[src/rtl/fft_agu_param_if.sv]
// Bundle between the FFT controller/host and the address generation unit.
// The optional stall line exists only when FFT_AGU_STALL_EN is defined.
interface fft_agu_param_if #(
  parameter int LOG2N = 5
);
  logic             start_fft;
`ifdef FFT_AGU_STALL_EN
  logic             stall;
`endif
  logic [LOG2N-1:0] rd_addr_a;
  logic [LOG2N-1:0] rd_addr_b;
  logic [LOG2N-2:0] tw_addr;
  logic             rd_en;
  logic [LOG2N-1:0] wr_addr_a;
  logic [LOG2N-1:0] wr_addr_b;
  logic             wr_en;
  logic             bank_sel;
  logic             busy;
  logic             fft_done;

`ifdef FFT_AGU_STALL_EN
  modport master (
    output start_fft, stall,
    input  rd_addr_a, rd_addr_b, tw_addr, rd_en, wr_addr_a, wr_addr_b,
           wr_en, bank_sel, busy, fft_done
  );
  modport slave (
    input  start_fft, stall,
    output rd_addr_a, rd_addr_b, tw_addr, rd_en, wr_addr_a, wr_addr_b,
           wr_en, bank_sel, busy, fft_done
  );
`else
  modport master (
    output start_fft,
    input  rd_addr_a, rd_addr_b, tw_addr, rd_en, wr_addr_a, wr_addr_b,
           wr_en, bank_sel, busy, fft_done
  );
  modport slave (
    input  start_fft,
    output rd_addr_a, rd_addr_b, tw_addr, rd_en, wr_addr_a, wr_addr_b,
           wr_en, bank_sel, busy, fft_done
  );
`endif
endinterface

[src/rtl/fft_agu_param.sv]
// Address generation unit for an in-place constant-geometry radix-2 FFT
// over two ping-pong banks. Issues operand/twiddle read addresses for
// LOG2N stages of N/2 butterflies, replays them as write addresses after
// PIPE_LAT cycles, flips the read bank between stages and pulses fft_done.
// Optional feature macro: FFT_AGU_STALL_EN (adds a sequencer freeze input).
module fft_agu_param #(
  parameter int LOG2N    = 5,
  parameter int PIPE_LAT = 2
) (
  input  logic           clk,
  input  logic           sclr,
  fft_agu_param_if.slave bus
);

  localparam int JW = LOG2N - 1;
  localparam int SW = $clog2(LOG2N);
  localparam int DW = (PIPE_LAT > 1) ? $clog2(PIPE_LAT) : 1;
  localparam logic [JW-1:0] J_LAST = '1;
  localparam logic [SW-1:0] S_LAST = SW'(LOG2N - 1);
  localparam logic [DW-1:0] D_LAST = DW'(PIPE_LAT - 1);

  typedef enum logic [1:0] {S_IDLE, S_READ, S_DRAIN, S_DONE} state_t;

  state_t           r_state;
  logic [JW-1:0]    r_j;
  logic [SW-1:0]    r_s;
  logic [DW-1:0]    r_dcnt;
  logic             r_start_q;
  logic             r_bank;
  logic             r_busy;
  logic             r_done;
  logic             r_rd_en;
  logic [LOG2N-1:0] r_rd_a;
  logic [LOG2N-1:0] r_rd_b;
  logic [JW-1:0]    r_tw;

  logic             r_vld_p  [PIPE_LAT];
  logic [LOG2N-1:0] r_wa_p   [PIPE_LAT];
  logic [LOG2N-1:0] r_wb_p   [PIPE_LAT];

  logic             w_stall;
  logic             w_hold;
  logic             w_start_edge;
  logic [JW-1:0]    w_j_inc;
  logic [SW-1:0]    w_s_inc;

  // Modulo-LOG2N left rotate; fields never carry into each other.
  function automatic logic [LOG2N-1:0] f_rotl(input logic [LOG2N-1:0] x,
                                              input logic [SW-1:0]    s);
    logic [2*LOG2N-1:0] w_dbl;
    w_dbl = {x, x} << s;
    return w_dbl[2*LOG2N-1:LOG2N];
  endfunction

  // Twiddle index keeps only the top s bits of j (stage 0 always uses W^0).
  function automatic logic [JW-1:0] f_twiddle(input logic [JW-1:0] j,
                                              input logic [SW-1:0] s);
    logic [JW-1:0] w_mask;
    w_mask = ~({JW{1'b1}} >> s);
    return j & w_mask;
  endfunction

`ifdef FFT_AGU_STALL_EN
  assign w_stall = bus.stall;
`else
  assign w_stall = 1'b0;
`endif

  // Stall only freezes an active transform; IDLE and DONE run regardless.
  assign w_hold       = w_stall & r_busy;
  assign w_start_edge = bus.start_fft & ~r_start_q;
  assign w_j_inc      = r_j + JW'(1);
  assign w_s_inc      = r_s + SW'(1);

  // Sequencer: walks butterflies within a stage, drains, then advances stage.
  always_ff @(posedge clk) begin
    if (sclr) begin
      r_state   <= S_IDLE;
      r_j       <= '0;
      r_s       <= '0;
      r_dcnt    <= '0;
      r_start_q <= 1'b0;
      r_bank    <= 1'b0;
      r_busy    <= 1'b0;
      r_done    <= 1'b0;
      r_rd_en   <= 1'b0;
      r_rd_a    <= '0;
      r_rd_b    <= '0;
      r_tw      <= '0;
    end else begin
      r_start_q <= bus.start_fft;
      r_done    <= 1'b0;
      if (!w_hold) begin
        unique case (r_state)
          S_IDLE: begin
            if (w_start_edge) begin
              r_state <= S_READ;
              r_j     <= '0;
              r_s     <= '0;
              r_bank  <= 1'b0;
              r_busy  <= 1'b1;
              r_rd_en <= 1'b1;
              r_rd_a  <= '0;
              r_rd_b  <= LOG2N'(1);
              r_tw    <= '0;
            end
          end
          S_READ: begin
            if (r_j == J_LAST) begin
              r_state <= S_DRAIN;
              r_rd_en <= 1'b0;
              r_dcnt  <= '0;
            end else begin
              r_j     <= w_j_inc;
              r_rd_en <= 1'b1;
              r_rd_a  <= f_rotl({w_j_inc, 1'b0}, r_s);
              r_rd_b  <= f_rotl({w_j_inc, 1'b1}, r_s);
              r_tw    <= f_twiddle(w_j_inc, r_s);
            end
          end
          S_DRAIN: begin
            if (r_dcnt == D_LAST) begin
              // Last write of this stage lands in this cycle; swap banks now.
              r_bank <= ~r_bank;
              r_dcnt <= '0;
              if (r_s != S_LAST) begin
                r_state <= S_READ;
                r_s     <= w_s_inc;
                r_j     <= '0;
                r_rd_en <= 1'b1;
                r_rd_a  <= '0;
                r_rd_b  <= f_rotl(LOG2N'(1), w_s_inc);
                r_tw    <= '0;
              end else begin
                r_state <= S_DONE;
                r_busy  <= 1'b0;
                r_done  <= 1'b1;
              end
            end else begin
              r_dcnt <= r_dcnt + DW'(1);
            end
          end
          S_DONE: begin
            r_state <= S_IDLE;
          end
        endcase
      end
    end
  end

  // Write-side delay line: stage _p0 takes the read side, last stage feeds writes.
  always_ff @(posedge clk) begin
    if (sclr) begin
      for (int i = 0; i < PIPE_LAT; i++) begin
        r_vld_p[i] <= 1'b0;
        r_wa_p[i]  <= '0;
        r_wb_p[i]  <= '0;
      end
    end else if (!w_hold) begin
      r_vld_p[0] <= r_rd_en;
      r_wa_p[0]  <= r_rd_a;
      r_wb_p[0]  <= r_rd_b;
      for (int i = 1; i < PIPE_LAT; i++) begin
        r_vld_p[i] <= r_vld_p[i-1];
        r_wa_p[i]  <= r_wa_p[i-1];
        r_wb_p[i]  <= r_wb_p[i-1];
      end
    end
  end

  assign bus.rd_addr_a = r_rd_a;
  assign bus.rd_addr_b = r_rd_b;
  assign bus.tw_addr   = r_tw;
  assign bus.rd_en     = r_rd_en & ~w_hold;
  assign bus.wr_addr_a = r_wa_p[PIPE_LAT-1];
  assign bus.wr_addr_b = r_wb_p[PIPE_LAT-1];
  assign bus.wr_en     = r_vld_p[PIPE_LAT-1] & ~w_hold;
  assign bus.bank_sel  = r_bank;
  assign bus.busy      = r_busy;
  assign bus.fft_done  = r_done;

endmodule
[src/flat_wrapper.sv]
// flat-port wrapper written by rule: the top's interface ports become plain ports
module fft_agu_param_flat 
#(
  parameter int LOG2N    = 5,
  parameter int PIPE_LAT = 2
)
  (clk, sclr, bus_start_fft, bus_rd_addr_a, bus_rd_addr_b, bus_tw_addr, bus_rd_en, bus_wr_addr_a, bus_wr_addr_b, bus_wr_en, bus_bank_sel, bus_busy, bus_fft_done);
  fft_agu_param_if #(.LOG2N(LOG2N)) bus_i ();
  input  logic clk;
  input  logic sclr;
  input wire logic [$bits(bus_i.start_fft)-1:0] bus_start_fft;
  output wire logic [$bits(bus_i.rd_addr_a)-1:0] bus_rd_addr_a;
  output wire logic [$bits(bus_i.rd_addr_b)-1:0] bus_rd_addr_b;
  output wire logic [$bits(bus_i.tw_addr)-1:0] bus_tw_addr;
  output wire logic [$bits(bus_i.rd_en)-1:0] bus_rd_en;
  output wire logic [$bits(bus_i.wr_addr_a)-1:0] bus_wr_addr_a;
  output wire logic [$bits(bus_i.wr_addr_b)-1:0] bus_wr_addr_b;
  output wire logic [$bits(bus_i.wr_en)-1:0] bus_wr_en;
  output wire logic [$bits(bus_i.bank_sel)-1:0] bus_bank_sel;
  output wire logic [$bits(bus_i.busy)-1:0] bus_busy;
  output wire logic [$bits(bus_i.fft_done)-1:0] bus_fft_done;
  assign bus_i.start_fft = bus_start_fft;
  assign bus_rd_addr_a = bus_i.rd_addr_a;
  assign bus_rd_addr_b = bus_i.rd_addr_b;
  assign bus_tw_addr = bus_i.tw_addr;
  assign bus_rd_en = bus_i.rd_en;
  assign bus_wr_addr_a = bus_i.wr_addr_a;
  assign bus_wr_addr_b = bus_i.wr_addr_b;
  assign bus_wr_en = bus_i.wr_en;
  assign bus_bank_sel = bus_i.bank_sel;
  assign bus_busy = bus_i.busy;
  assign bus_fft_done = bus_i.fft_done;
  fft_agu_param #(.LOG2N(LOG2N), .PIPE_LAT(PIPE_LAT)) u_core (.clk(clk), .sclr(sclr), .bus(bus_i));
endmodule
[config.mk]
export PLATFORM = sky130hd
export DESIGN_NAME = fft_agu_param_flat
export DESIGN_NICKNAME = d
export VERILOG_FILES = /design/src/rtl/fft_agu_param_if.sv /design/src/rtl/fft_agu_param.sv /design/src/flat_wrapper.sv
export SDC_FILE = /design/constraint.sdc
export NUM_CORES = 1
export LEC_CHECK = 0
export ABC_AREA = 1
export BUFFER_PORTS_ARGS = -buffer_cell sky130_fd_sc_hd__buf_4
export CORE_MARGIN = 2
export CORE_UTILIZATION = 40
export DETAILED_ROUTE_END_ITERATION = 7
export SYNTH_ARGS = -nofsm -noshare
export SYNTH_HDL_FRONTEND = slang
export SYNTH_SLANG_ARGS = --single-unit
[constraint.sdc]
create_clock -name clk -period 5.2 [get_ports clk]
set_input_delay 0.78 -clock clk [delete_from_list [all_inputs] [get_ports clk]]
set_output_delay 0.78 -clock clk [all_outputs]
set_load 0.005 [all_outputs]
==> flow_summary_export.csv, run 1 <==
group,metric,value,unit
floorplan,die_h,82.54,µm
sta,worst_pin_slew,0.4771,ns
placement,io_buffers,31,
critical_path,critical_path_required,5.40,ns
synthesis,synthSimpleGateAreaFrac,0.2967,
sta,finalHoldViolCount,0,
min_path,hold_end,"u_core.r_wb_p[0][5]",
grt,grt_pass1_vias,1812,
grt,overflow,0,
cells_and_area,final_nets,354,
sta,slew_viol_final,0,
clocking,cts_resized,0,
power,switching_share,0.4089,
critical_path,rrSetupSlack,3.14,ns
sta,skew,0.005141,ns
synthesis,ys_ff_latch,51,
floorplan,io_pins,32,
critical_path,crit_path_top_delay_cell,"dfxtp_1",
route,first_pass_iters,4,
route,routed_wl,5090,µm
critical_path,cp-start-kind,"flop",
cells_and_area,mostFrequentLayoutCell,"nand2_1",
synthesis,yosys_warnings,0,
cells_and_area,syn2layout_area_growth,12.17,%
synthesis,synthArstFlopShare,0,
synthesis,synth_compound_area_frac,0.09533,
cells_and_area,final_cell_mix,"nand2_1 (70), dfxtp_1 (51), inv_1 (42)",
power,total_leakage_power,1.247,nW
synthesis,synth_seq_area_share,0.4138,
synthesis,synth_ff_type,"dfxtp_1",
power,p_int,0.0007681,W
synthesis,syn_area_per_cell,7.663,µm²
run_status,status,"completed",
critical_path,reg2reg_depth,10,
floorplan,fp.coreArea,5956,µm²
placement,preCtsSetupSlack,3.176,ns
critical_path,crit_buf_inv,2,
clocking,post_cts_buffers,0,
clocking,ctsHoldBuffers,0,
cells_and_area,layout-drive-gt1-share,0.2000,
critical_path,r2r_start,"u_core.r_s[1]",
flow_run,drv_cap,0,
route,drtAntennaViolNets,0,
floorplan,rows,28,
clocking,clkTransAtPathRegs,0.10,ns
power,clkPwrFrac,0.216,
critical_path,max_stage_delay,0.55,ns
critical_path,crit_path_cell_trace,"inv_1, ha_1, nand3_4, nand2_4, nor2_4, nand2_4, inv_4, nand2_4, nor2_1, a21boi_1",
synthesis,muxShareOfSynthArea,0,
synthesis,synth_top_family_by_area,"simple AND/OR/NAND/NOR gates",
synthesis,syn_nets,337,
power,cellPowerDensity,469.5,nW/µm²
sta,tns,0,ns
floorplan,die_w,82.54,µm
critical_path,critPathArrivalTime,2.26,ns
power,p_total,0.001299,W
sta,grt_setup_unrepaired,"no",
route,num_vias,1966,
sta,fin_crit_sh,0.3953,
min_path,hold_depth,2,
sta,slew_headroom,0.6820,
clocking,clockBufferDepth,2,
clocking,numCtsBuffers,5,
critical_path,reg2reg_to,"u_core.bus.rd_addr_b[0]",
synthesis,syn_inst,322,
synthesis,ys_types,32,
critical_path,cp_max_fo,18,
grt,grt_max_degree,39,
synthesis,synthXorXnorAreaFrac,0,
route,vias_per_cell,4.737,
critical_path,crit_path_frequent_cell,"nand2_4",
grt,grt_first_pass_wirelength,8369,µm
synthesis,synth_area_leaders,"dfxtp_1 (41%), nand2_1 (11%), inv_1 (6.4%)",
power,p_sw,0.0005312,W
route,drt_iter0_drc,135,
placement,dpl.hpwl,3735,µm
floorplan,fp.dieArea,6813,µm²
synthesis,netlist_area,2467,µm²
synthesis,synthAdderAreaFrac,0.06085,
sta,max_clock_freq,486.5,MHz
clocking,root_buffer,"clkbuf_8",
clocking,cts_tree,"built",
grt,antenna_found_initial,0,
cells_and_area,fill_cells,626,
critical_path,cp-end-kind,"flop",
placement,gp_congestion,0.8440,
power,peakVddDrop,0.2074,mV
clocking,clock_latency,0.30,ns
power,comb_power_share,0.410,
clocking,cts_sinks,51,
sta,post-route-min-period,2.056,ns
cells_and_area,antennaDiodeCount,0,
synthesis,synth_edf_count,0,
sta,setup_violations,0,
route,avgRoutedWirePerCell,12.27,µm
grt,grt.total_usage,0.1621,
route,drc_errors,0,
power,power_frac_seq,0.374,
critical_path,path_class,"reg -> reg",
critical_path,critPathTopFamily,"simple AND/OR/NAND/NOR gates",
synthesis,synth_top_area_cell,"dfxtp_1",
floorplan,start_util,0.4143,
sta,worst_slack,3.144,ns
min_path,hp-class,"reg -> reg",
synthesis,synth_top_area_share,0.4138,
clocking,htreeDepth,2,
min_path,hold_start,"u_core.r_wb_p[0][0]",
-- flip-flops by register name (all words and copies together) (netlist names) --
register / count
u_core.bus.fft_done: 1
u_core.r_start_q: 1
u_core.r_dcnt: 1
u_core.bus.tw_addr: 4
u_core.r_state: 2
u_core.bus.rd_en: 1
u_core.r_wa_p: 10
u_core.bus.bank_sel: 1
u_core.bus.rd_addr_a: 5
u_core.bus.busy: 1
u_core.r_j: 4
u_core.r_vld_p: 2
u_core.r_s: 3
u_core.r_wb_p: 10
u_core.bus.rd_addr_b: 5
-- final cells by class --
cell class                 instances  area [µm²]  area share
clock inverter                     3       46.29     0.01673
multi-input combinational        202        1117      0.4037
inverter                          47       180.2     0.06510
sequential                        51        1021      0.3689
tap                               75       93.84     0.03391
timing repair buffer              32       240.2     0.08680
clock buffer                       5       68.82     0.02486
-- stage by stage --
step | std cells | hold slack, ns | instance area (µm²) | util
2_1_floorplan | 322 | 0.3883 | 2467 | -
3_3_place_gp | 407 | 0.3891 | 2653 | 0.4454
3_5_place_dp | 407 | 0.3916 | 2653 | 0.4454
4_1_cts | 415 | 0.4049 | 2768 | 0.4647
5_1_grt | 415 | 0.4206 | 2768 | 0.4647
6_report | 415 | 0.4042 | 2768 | 0.4647
-- power by group through the flow --
stage / registers [W] / clock network [W] / logic [W]
after CTS: 0.000486 / 0.000290 / 0.000528
after global routing: 0.000493 / 0.000304 / 0.000594
after floorplan: 0.000487 / 0 / 0.000412
after global placement: 0.000495 / 0 / 0.000527
final: 0.000486 / 0.000281 / 0.000532
after detailed placement: 0.000495 / 0 / 0.000526
-- worst min-delay path, stage by stage (launching register included) --
cell,delay [ns]
dfxtp_1,0.31
inv_1,0.04
nor2_1,0.03
-- synth_stat cells, types with 5 or more instances --
cell / number
dfxtp_1: 51
o21ai_0: 9
a21oi_2: 5
nor2_4: 5
ha_1: 12
buf_2: 5
a21oi_1: 10
buf_4: 12
nor2_1: 32
nand3_1: 30
nand2_1: 70
inv_1: 42
-- per-layer routing --
| metal | vias up | GRT usage | wire length (µm) |
|---|---|---|---|
| li1 | 1033 | - | - |
| met1 | 875 | 0.2261 | 2557 |
| met2 | 54 | 0.2452 | 2140 |
| met3 | 4 | 0.03804 | 320 |
| met4 | 0 | 0.05574 | 71 |
| met5 | - | 0 | 0 |
-- worst max-delay path by stage --
stage                       start                 endpoint  slack, ns  depth (start not counted)
finish              u_core.r_s[1]  u_core.bus.rd_addr_b[0]       3.14                         10
global placement    u_core.r_s[1]  u_core.bus.rd_addr_b[1]       3.21                         11
CTS                 u_core.r_s[1]  u_core.bus.rd_addr_b[3]       3.15                         11
global route        u_core.r_s[1]  u_core.bus.rd_addr_b[0]       2.93                         10
floorplan           u_core.r_s[1]            u_core.r_j[3]       3.45                         11
detailed placement  u_core.r_s[1]  u_core.bus.rd_addr_b[3]       3.18                         11
-- cell families after synthesis --
kind of cell    after synthesis
simple gates                153
compound gates               37
fa+ha+maj                    12
buf+inv                      69
flops                        51
Note: power is estimated with default switching activity, not from simulation.
==> inputs of run 2 (changes only) <==
==> constraint.sdc (replaced) <==
create_clock -name clk -period 2.2 [get_ports clk]
set_input_delay 0.33 -clock clk [delete_from_list [all_inputs] [get_ports clk]]
set_output_delay 0.33 -clock clk [all_outputs]
set_load 0.005 [all_outputs]
==> flow_summary_export.csv, run 2 (synthesis results as in run 1) <==
group,metric,value,unit
run_status,status,"completed",
clocking,clkTransAtPathRegs,0.10,ns
floorplan,die_h,82.54,µm
placement,place_area,2690,µm²
power,clkPwrFrac,0.196,
power,peakVddDrop,0.4018,mV
critical_path,cp_max_fo,18,
clocking,cts_tree,"built",
power,power_frac_seq,0.375,
sta,grt_setup_unrepaired,"no",
critical_path,r2r_start,"u_core.r_state[0]",
min_path,hp-class,"in -> reg",
flow_run,drv_cap,0,
cells_and_area,final_cell_mix,"nand2_1 (70), dfxtp_1 (51), inv_1 (42)",
power,p_sw,0.001281,W
route,vias_per_cell,4.619,
critical_path,critPathArrivalTime,2.12,ns
sta,worst_pin_slew,0.4048,ns
critical_path,reg2reg_depth,11,
clocking,htreeDepth,2,
clocking,post_cts_buffers,0,
route,drt_iter0_drc,143,
critical_path,max_stage_delay,0.37,ns
cells_and_area,mostFrequentLayoutCell,"nand2_1",
grt,grt_pass1_vias,1669,
clocking,ctsHoldBuffers,0,
floorplan,rows,28,
cells_and_area,final_core_util,0.4676,
route,first_pass_iters,4,
sta,max_clock_freq,541.4,MHz
sta,slew_headroom,0.7302,
critical_path,critPathLaunch,"u_core.r_state[0]",
placement,dpl.hpwl,3678,µm
sta,holdWs,0.2184,ns
cells_and_area,final_area,2785,µm²
clocking,clockBufferDepth,2,
power,switching_share,0.4253,
sta,fin_crit_sh,0.8396,
grt,grt_first_pass_wirelength,8169,µm
route,avgRoutedWirePerCell,12.05,µm
route,num_vias,1940,
sta,slew_viol_final,0,
sta,setup_violations,0,
critical_path,critical_path_required,2.47,ns
critical_path,worstSetupEndpoint,"u_core.bus.rd_addr_b[3]",
critical_path,cp-end-kind,"flop",
sta,post-route-min-period,1.847,ns
sta,finalHoldViolCount,0,
critical_path,rrSetupSlack,0.35,ns
cells_and_area,final_nets,359,
power,p_int,0.001731,W
route,drc_errors,0,
cells_and_area,seq_area,1021,µm²
power,total_leakage_power,1.266,nW
clocking,root_buffer,"clkbuf_8",
power,cellPowerDensity,1082,nW/µm²
sta,skew,0.007667,ns
sta,tns,0,ns
cells_and_area,layout-drive-gt1-share,0.2116,
power,comb_power_share,0.429,
cells_and_area,multiInputGateArea,1117,µm²
placement,gp_congestion,0.8493,
floorplan,fp.dieArea,6813,µm²
clocking,clock_latency,0.32,ns
critical_path,crit_path_cell_trace,"inv_1, ha_1, nand2_2, o21ai_2, nor2_4, nand2_4, inv_4, nand2_4, nor2_4, nand2_1, nand2_1",
clocking,numCtsBuffers,5,
grt,grt_max_degree,33,
grt,antenna_found_initial,0,
clocking,cts_resized,0,
floorplan,start_util,0.4143,
placement,io_buffers,31,
cells_and_area,fill_cells,590,
clocking,cts_sinks,51,
grt,grt.total_usage,0.1612,
floorplan,die_w,82.54,µm
critical_path,cp-start-kind,"flop",
route,drtAntennaViolNets,0,
critical_path,crit_path_top_delay_cell,"dfxtp_1",
grt,overflow,0,
critical_path,reg2reg_to,"u_core.bus.rd_addr_b[3]",
cells_and_area,reg_top3,"u_core.r_wa_p (10), u_core.r_wb_p (10)",
cells_and_area,antennaDiodeCount,0,
cells_and_area,syn2layout_area_growth,12.88,%
route,routed_wl,5059,µm
critical_path,path_class,"reg -> reg",
floorplan,fp.coreArea,5956,µm²
floorplan,io_pins,32,
-- run 2: worst min path at each step --
stage,start,endpoint,slack (ns),cells after the start
floorplan,u_core.r_vld_p[0][0],u_core.r_vld_p[0][1],0.39,2
global placement,u_core.r_wa_p[0][1],u_core.r_wa_p[0][6],0.39,2
detailed placement,u_core.r_wb_p[0][0],u_core.r_wb_p[0][5],0.39,2
CTS,bus_start_fft,u_core.r_start_q,0.22,3
global route,bus_start_fft,u_core.r_start_q,0.25,3
finish,bus_start_fft,u_core.r_start_q,0.22,3
-- run 2: per-stage QoR --
| step | setup WS, ns | total power (W) | cells |
|---|---|---|---|
| after floorplan | 0.4520 | 0.002124 | 322 |
| after global placement | 0.4340 | 0.002442 | 412 |
| after detailed placement | 0.3678 | 0.002440 | 412 |
| after CTS | 0.3413 | 0.003032 | 420 |
| after global routing | 0.1568 | 0.003259 | 420 |
| final | 0.3529 | 0.003012 | 420 |
-- run 2: layout make-up --
cell class | count | area share
Clock inverter | 3 | 0.009434
Clock buffer | 5 | 0.02471
Sequential cell | 51 | 0.3666
Inverter | 47 | 0.06469
Multi-Input combinational cell | 202 | 0.4012
Tap cell | 75 | 0.03369
Timing Repair Buffer | 37 | 0.09973
-- run 2: critical path, delay by kind of cell, from the launching register on --
kind	cells	cell delay [ns]
buffers and inverters	2	0.22
AND/OR/NAND/NOR	7	0.74
AO/OA/AOI/OAI	1	0.10
adder cells (fa/ha/maj)	1	0.36
flip-flops	1	0.37
-- run 2: layer usage --
layer / vias up / global-route usage / wire, µm
li1: 1043 / - / -
met5: - / 0 / 0
met2: 49 / 0.2298 / 2102
met3: 6 / 0.04022 / 324
met1: 842 / 0.2309 / 2544
met4: 0 / 0.06393 / 87
-- run 2: power by group through the flow --
stage                     Clock, W  Sequential [W]  Combinational (W)
after detailed placement         0         0.00115            0.00129
after global routing      0.000642         0.00115            0.00147
final                     0.000591         0.00113            0.00129
after global placement           0         0.00115            0.00129
after floorplan                  0         0.00115           0.000973
after CTS                 0.000606         0.00113            0.00130
==> inputs of run 3 (changes only) <==
--- a/config.mk
+++ b/config.mk
@@ -5,7 +5,7 @@
 export SDC_FILE = /design/constraint.sdc
 export NUM_CORES = 1
 export LEC_CHECK = 0
-export ABC_AREA = 1
+export ABC_AREA = 0
 export BUFFER_PORTS_ARGS = -buffer_cell sky130_fd_sc_hd__buf_4
 export CORE_MARGIN = 2
 export CORE_UTILIZATION = 40
==> constraint.sdc (replaced) <==
create_clock -name clk -period 1.6 [get_ports clk]
set_input_delay 0.24 -clock clk [delete_from_list [all_inputs] [get_ports clk]]
set_output_delay 0.24 -clock clk [all_outputs]
set_load 0.005 [all_outputs]
==> flow_summary_export.csv, run 3 <==
group,metric,value,unit
grt,overflow,0,
synthesis,yosys_warnings,0,
placement,io_buffers,31,
sta,grt_setup_unrepaired,"yes",
clocking,ctsHoldBuffers,0,
route,highest_layer,"met4",
synthesis,syn_area_per_cell,9.035,µm²
clocking,clockBufferDepth,2,
run_status,violations,"negative setup slack",
clocking,root_buffer,"clkbuf_8",
critical_path,cp_max_fo,5,
clocking,cts_sinks,51,
min_path,hp-class,"in -> reg",
floorplan,fp.coreArea,5921,µm²
synthesis,yosysMostFrequentCell,"dfxtp_1",
route,avgRoutedWirePerCell,15.14,µm
route,num_vias,2156,
synthesis,syn_nets,286,
synthesis,synth_common_cells,"dfxtp_1 (51), nor2b_1 (25), nand2_1 (21), nor2_1 (21), buf_4 (13)",
cells_and_area,syn2layout_area_growth,44.05,%
clocking,cts_tree,"built",
synthesis,synth_area_leaders,"dfxtp_1 (42%), nor2b_1 (6.4%), ha_1 (6.1%)",
sta,setup_violations,17,
sta,skew,0.01163,ns
sta,fin_crit_sh,1.089,
sta,max_clock_freq,574.0,MHz
placement,preCtsSetupSlack,-0.1485,ns
cells_and_area,reg_top3,"u_core.r_wa_p (10), u_core.r_wb_p (10)",
synthesis,syn_inst,271,
clocking,numCtsBuffers,5,
sta,slew_viol_final,0,
route,first_pass_iters,4,
power,total_leakage_power,1.415,nW
route,drc_errors,0,
synthesis,synth_top_area_share,0.4170,
route,vias_per_cell,5.246,
critical_path,cp-end-kind,"flop",
grt,antenna_found_initial,0,
sta,post-route-min-period,1.742,ns
cells_and_area,fill_cells,514,
sta,holdWs,0.1748,ns
critical_path,cp-start-kind,"flop",
placement,place_area,3015,µm²
synthesis,netlist_area,2449,µm²
route,met3_length,353,µm
sta,worst_slack,-0.1423,ns
sta,slew_headroom,0.7865,
synthesis,ys_ff_latch,51,
floorplan,die_h,82.24,µm
power,peakVddDrop,0.6527,mV
cells_and_area,final_area,3527,µm²
placement,dpl.hpwl,4078,µm
synthesis,synthArstFlopShare,0,
critical_path,critical_path_required,1.83,ns
floorplan,fp.dieArea,6763,µm²
route,drt_iter0_drc,124,
route,routed_wl,6221,µm
grt,grt_first_pass_wirelength,9791,µm
floorplan,die_w,82.24,µm
grt,grt_pass1_vias,1921,
clocking,clkTransAtPathRegs,0.10,ns
synthesis,synth_seq_area_share,0.4170,
synthesis,synth_ff_type,"dfxtp_1",
route,wl_met2,2869,µm
run_status,status,"finished with violations",
route,drtAntennaViolNets,0,
cells_and_area,layout-drive-gt1-share,0.4702,
cells_and_area,mostFrequentLayoutCell,"buf_4",
clocking,clock_latency,0.31,ns
cells_and_area,antennaDiodeCount,0,
synthesis,synth_edf_count,0,
sta,finalHoldViolCount,0,
critical_path,path_class,"reg -> reg",
clocking,htreeDepth,2,
synthesis,ys_types,51,
critical_path,critPathArrivalTime,1.97,ns
synthesis,synth_top_area_cell,"dfxtp_1",
cells_and_area,final_cell_mix,"buf_4 (72), dfxtp_1 (44), nor2b_1 (23)",
sta,worst_pin_slew,0.3182,ns
flow_run,drv_cap,0,
grt,grt.total_usage,0.1932,
power,p_total,0.004440,W
route,wl_met1,2886,µm
power,cellPowerDensity,1259,nW/µm²
cells_and_area,final_nets,350,
floorplan,start_util,0.4136,
grt,grt_max_degree,24,
floorplan,rows,28,
floorplan,io_pins,32,
placement,gp_congestion,0.9085,
run 3: cell types whose count changed after synthesis, moves of 4 or more:
cell / previous run / this run
a22oi_1: 0 / 6
a31oi_1: 0 / 4
and3_1: 0 / 5
clkbuf_1: 2 / 9
inv_1: 42 / 7
mux2i_1: 0 / 4
nand2_1: 70 / 21
nand3_1: 30 / 5
nor2_1: 32 / 21
nor2_4: 5 / 0
nor2b_1: 0 / 25
o211ai_1: 1 / 5
run 3: cell type report:
type	count	area (µm²)	share of cell area
Multi-Input combinational cell	185	1572	0.4455
Sequential cell	51	1037	0.2941
Timing Repair Buffer	83	664.4	0.1884
Tap cell	75	93.84	0.02661
Clock buffer	5	68.82	0.01951
Inverter	9	47.55	0.01348
Clock inverter	3	43.79	0.01242
run 3: logic make-up (layout without fill, tap and decap cells):
kind of cell             count (synthesis)  after routing  synth area share
XOR/XNOR                                 4              4           0.01431
buffers and inverters                   36            100           0.07767
multiplexers                             7              7           0.03015
adder cells (fa/ha/maj)                 13             13           0.06540
AND/OR/NAND/NOR                         97             98            0.2141
AO/OA/AOI/OAI                           63             63            0.1814
flip-flops                              51             51            0.4170
run 3: final timing paths:
kind,end,startpoint,cells after the start,slack [ns]
worst max register to register,u_core.bus.rd_addr_a[2],u_core.r_state[0],8,-0.14
worst max-delay path,u_core.bus.rd_addr_a[2],u_core.r_state[0],8,-0.14
worst min register to register,u_core.r_wa_p[0][9],u_core.r_wa_p[0][4],1,0.44
worst min-delay path,u_core.r_start_q,bus_start_fft,2,0.17
run 3: where the power goes:
part	switching [W]	leakage, nW	internal (W)
combinational	0.00103	0.939	0.00101
sequential	0.0000878	0.418	0.00141
clock	0.000437	0.0581	0.000466
total	0.00155	1.41	0.00289
run 3: worst max-delay path: stages (launching register included):
cell and delay [ns]:
dfxtp_2 0.36, inv_4 0.05, ha_4 0.15, buf_6 0.11
and3_4 0.18, nor4_4 0.32, buf_6 0.19, nand2_4 0.06
o31ai_2 0.23
run 3: through the flow:
step                      std cells  setup TNS, ns  utilization
after floorplan                 271        -0.1631            -
after global routing            411         -2.328       0.5957
after CTS                       410        -0.6983       0.5691
final                           411        -0.9488       0.5957
after global placement          393        -0.7233       0.5093
after detailed placement        393         -1.045       0.5093
run 3: metal layers:
layer / GRT usage / vias to the layer above
li1: - / 1067
met1: 0.2796 / 1026
met2: 0.2887 / 56
met3: 0.03370 / 7
met4: 0.06500 / 0
met5: 0 / -
run 3: repair_timing:
item | CTS | global route
hold endpoints to repair | 0 | 0
buffers inserted | 7 | 2
cloned | 2 | 0
endpoints found under the setup margin | 20 | 24
gates resized for setup | 41 | 32
pin swaps | 26 | 20
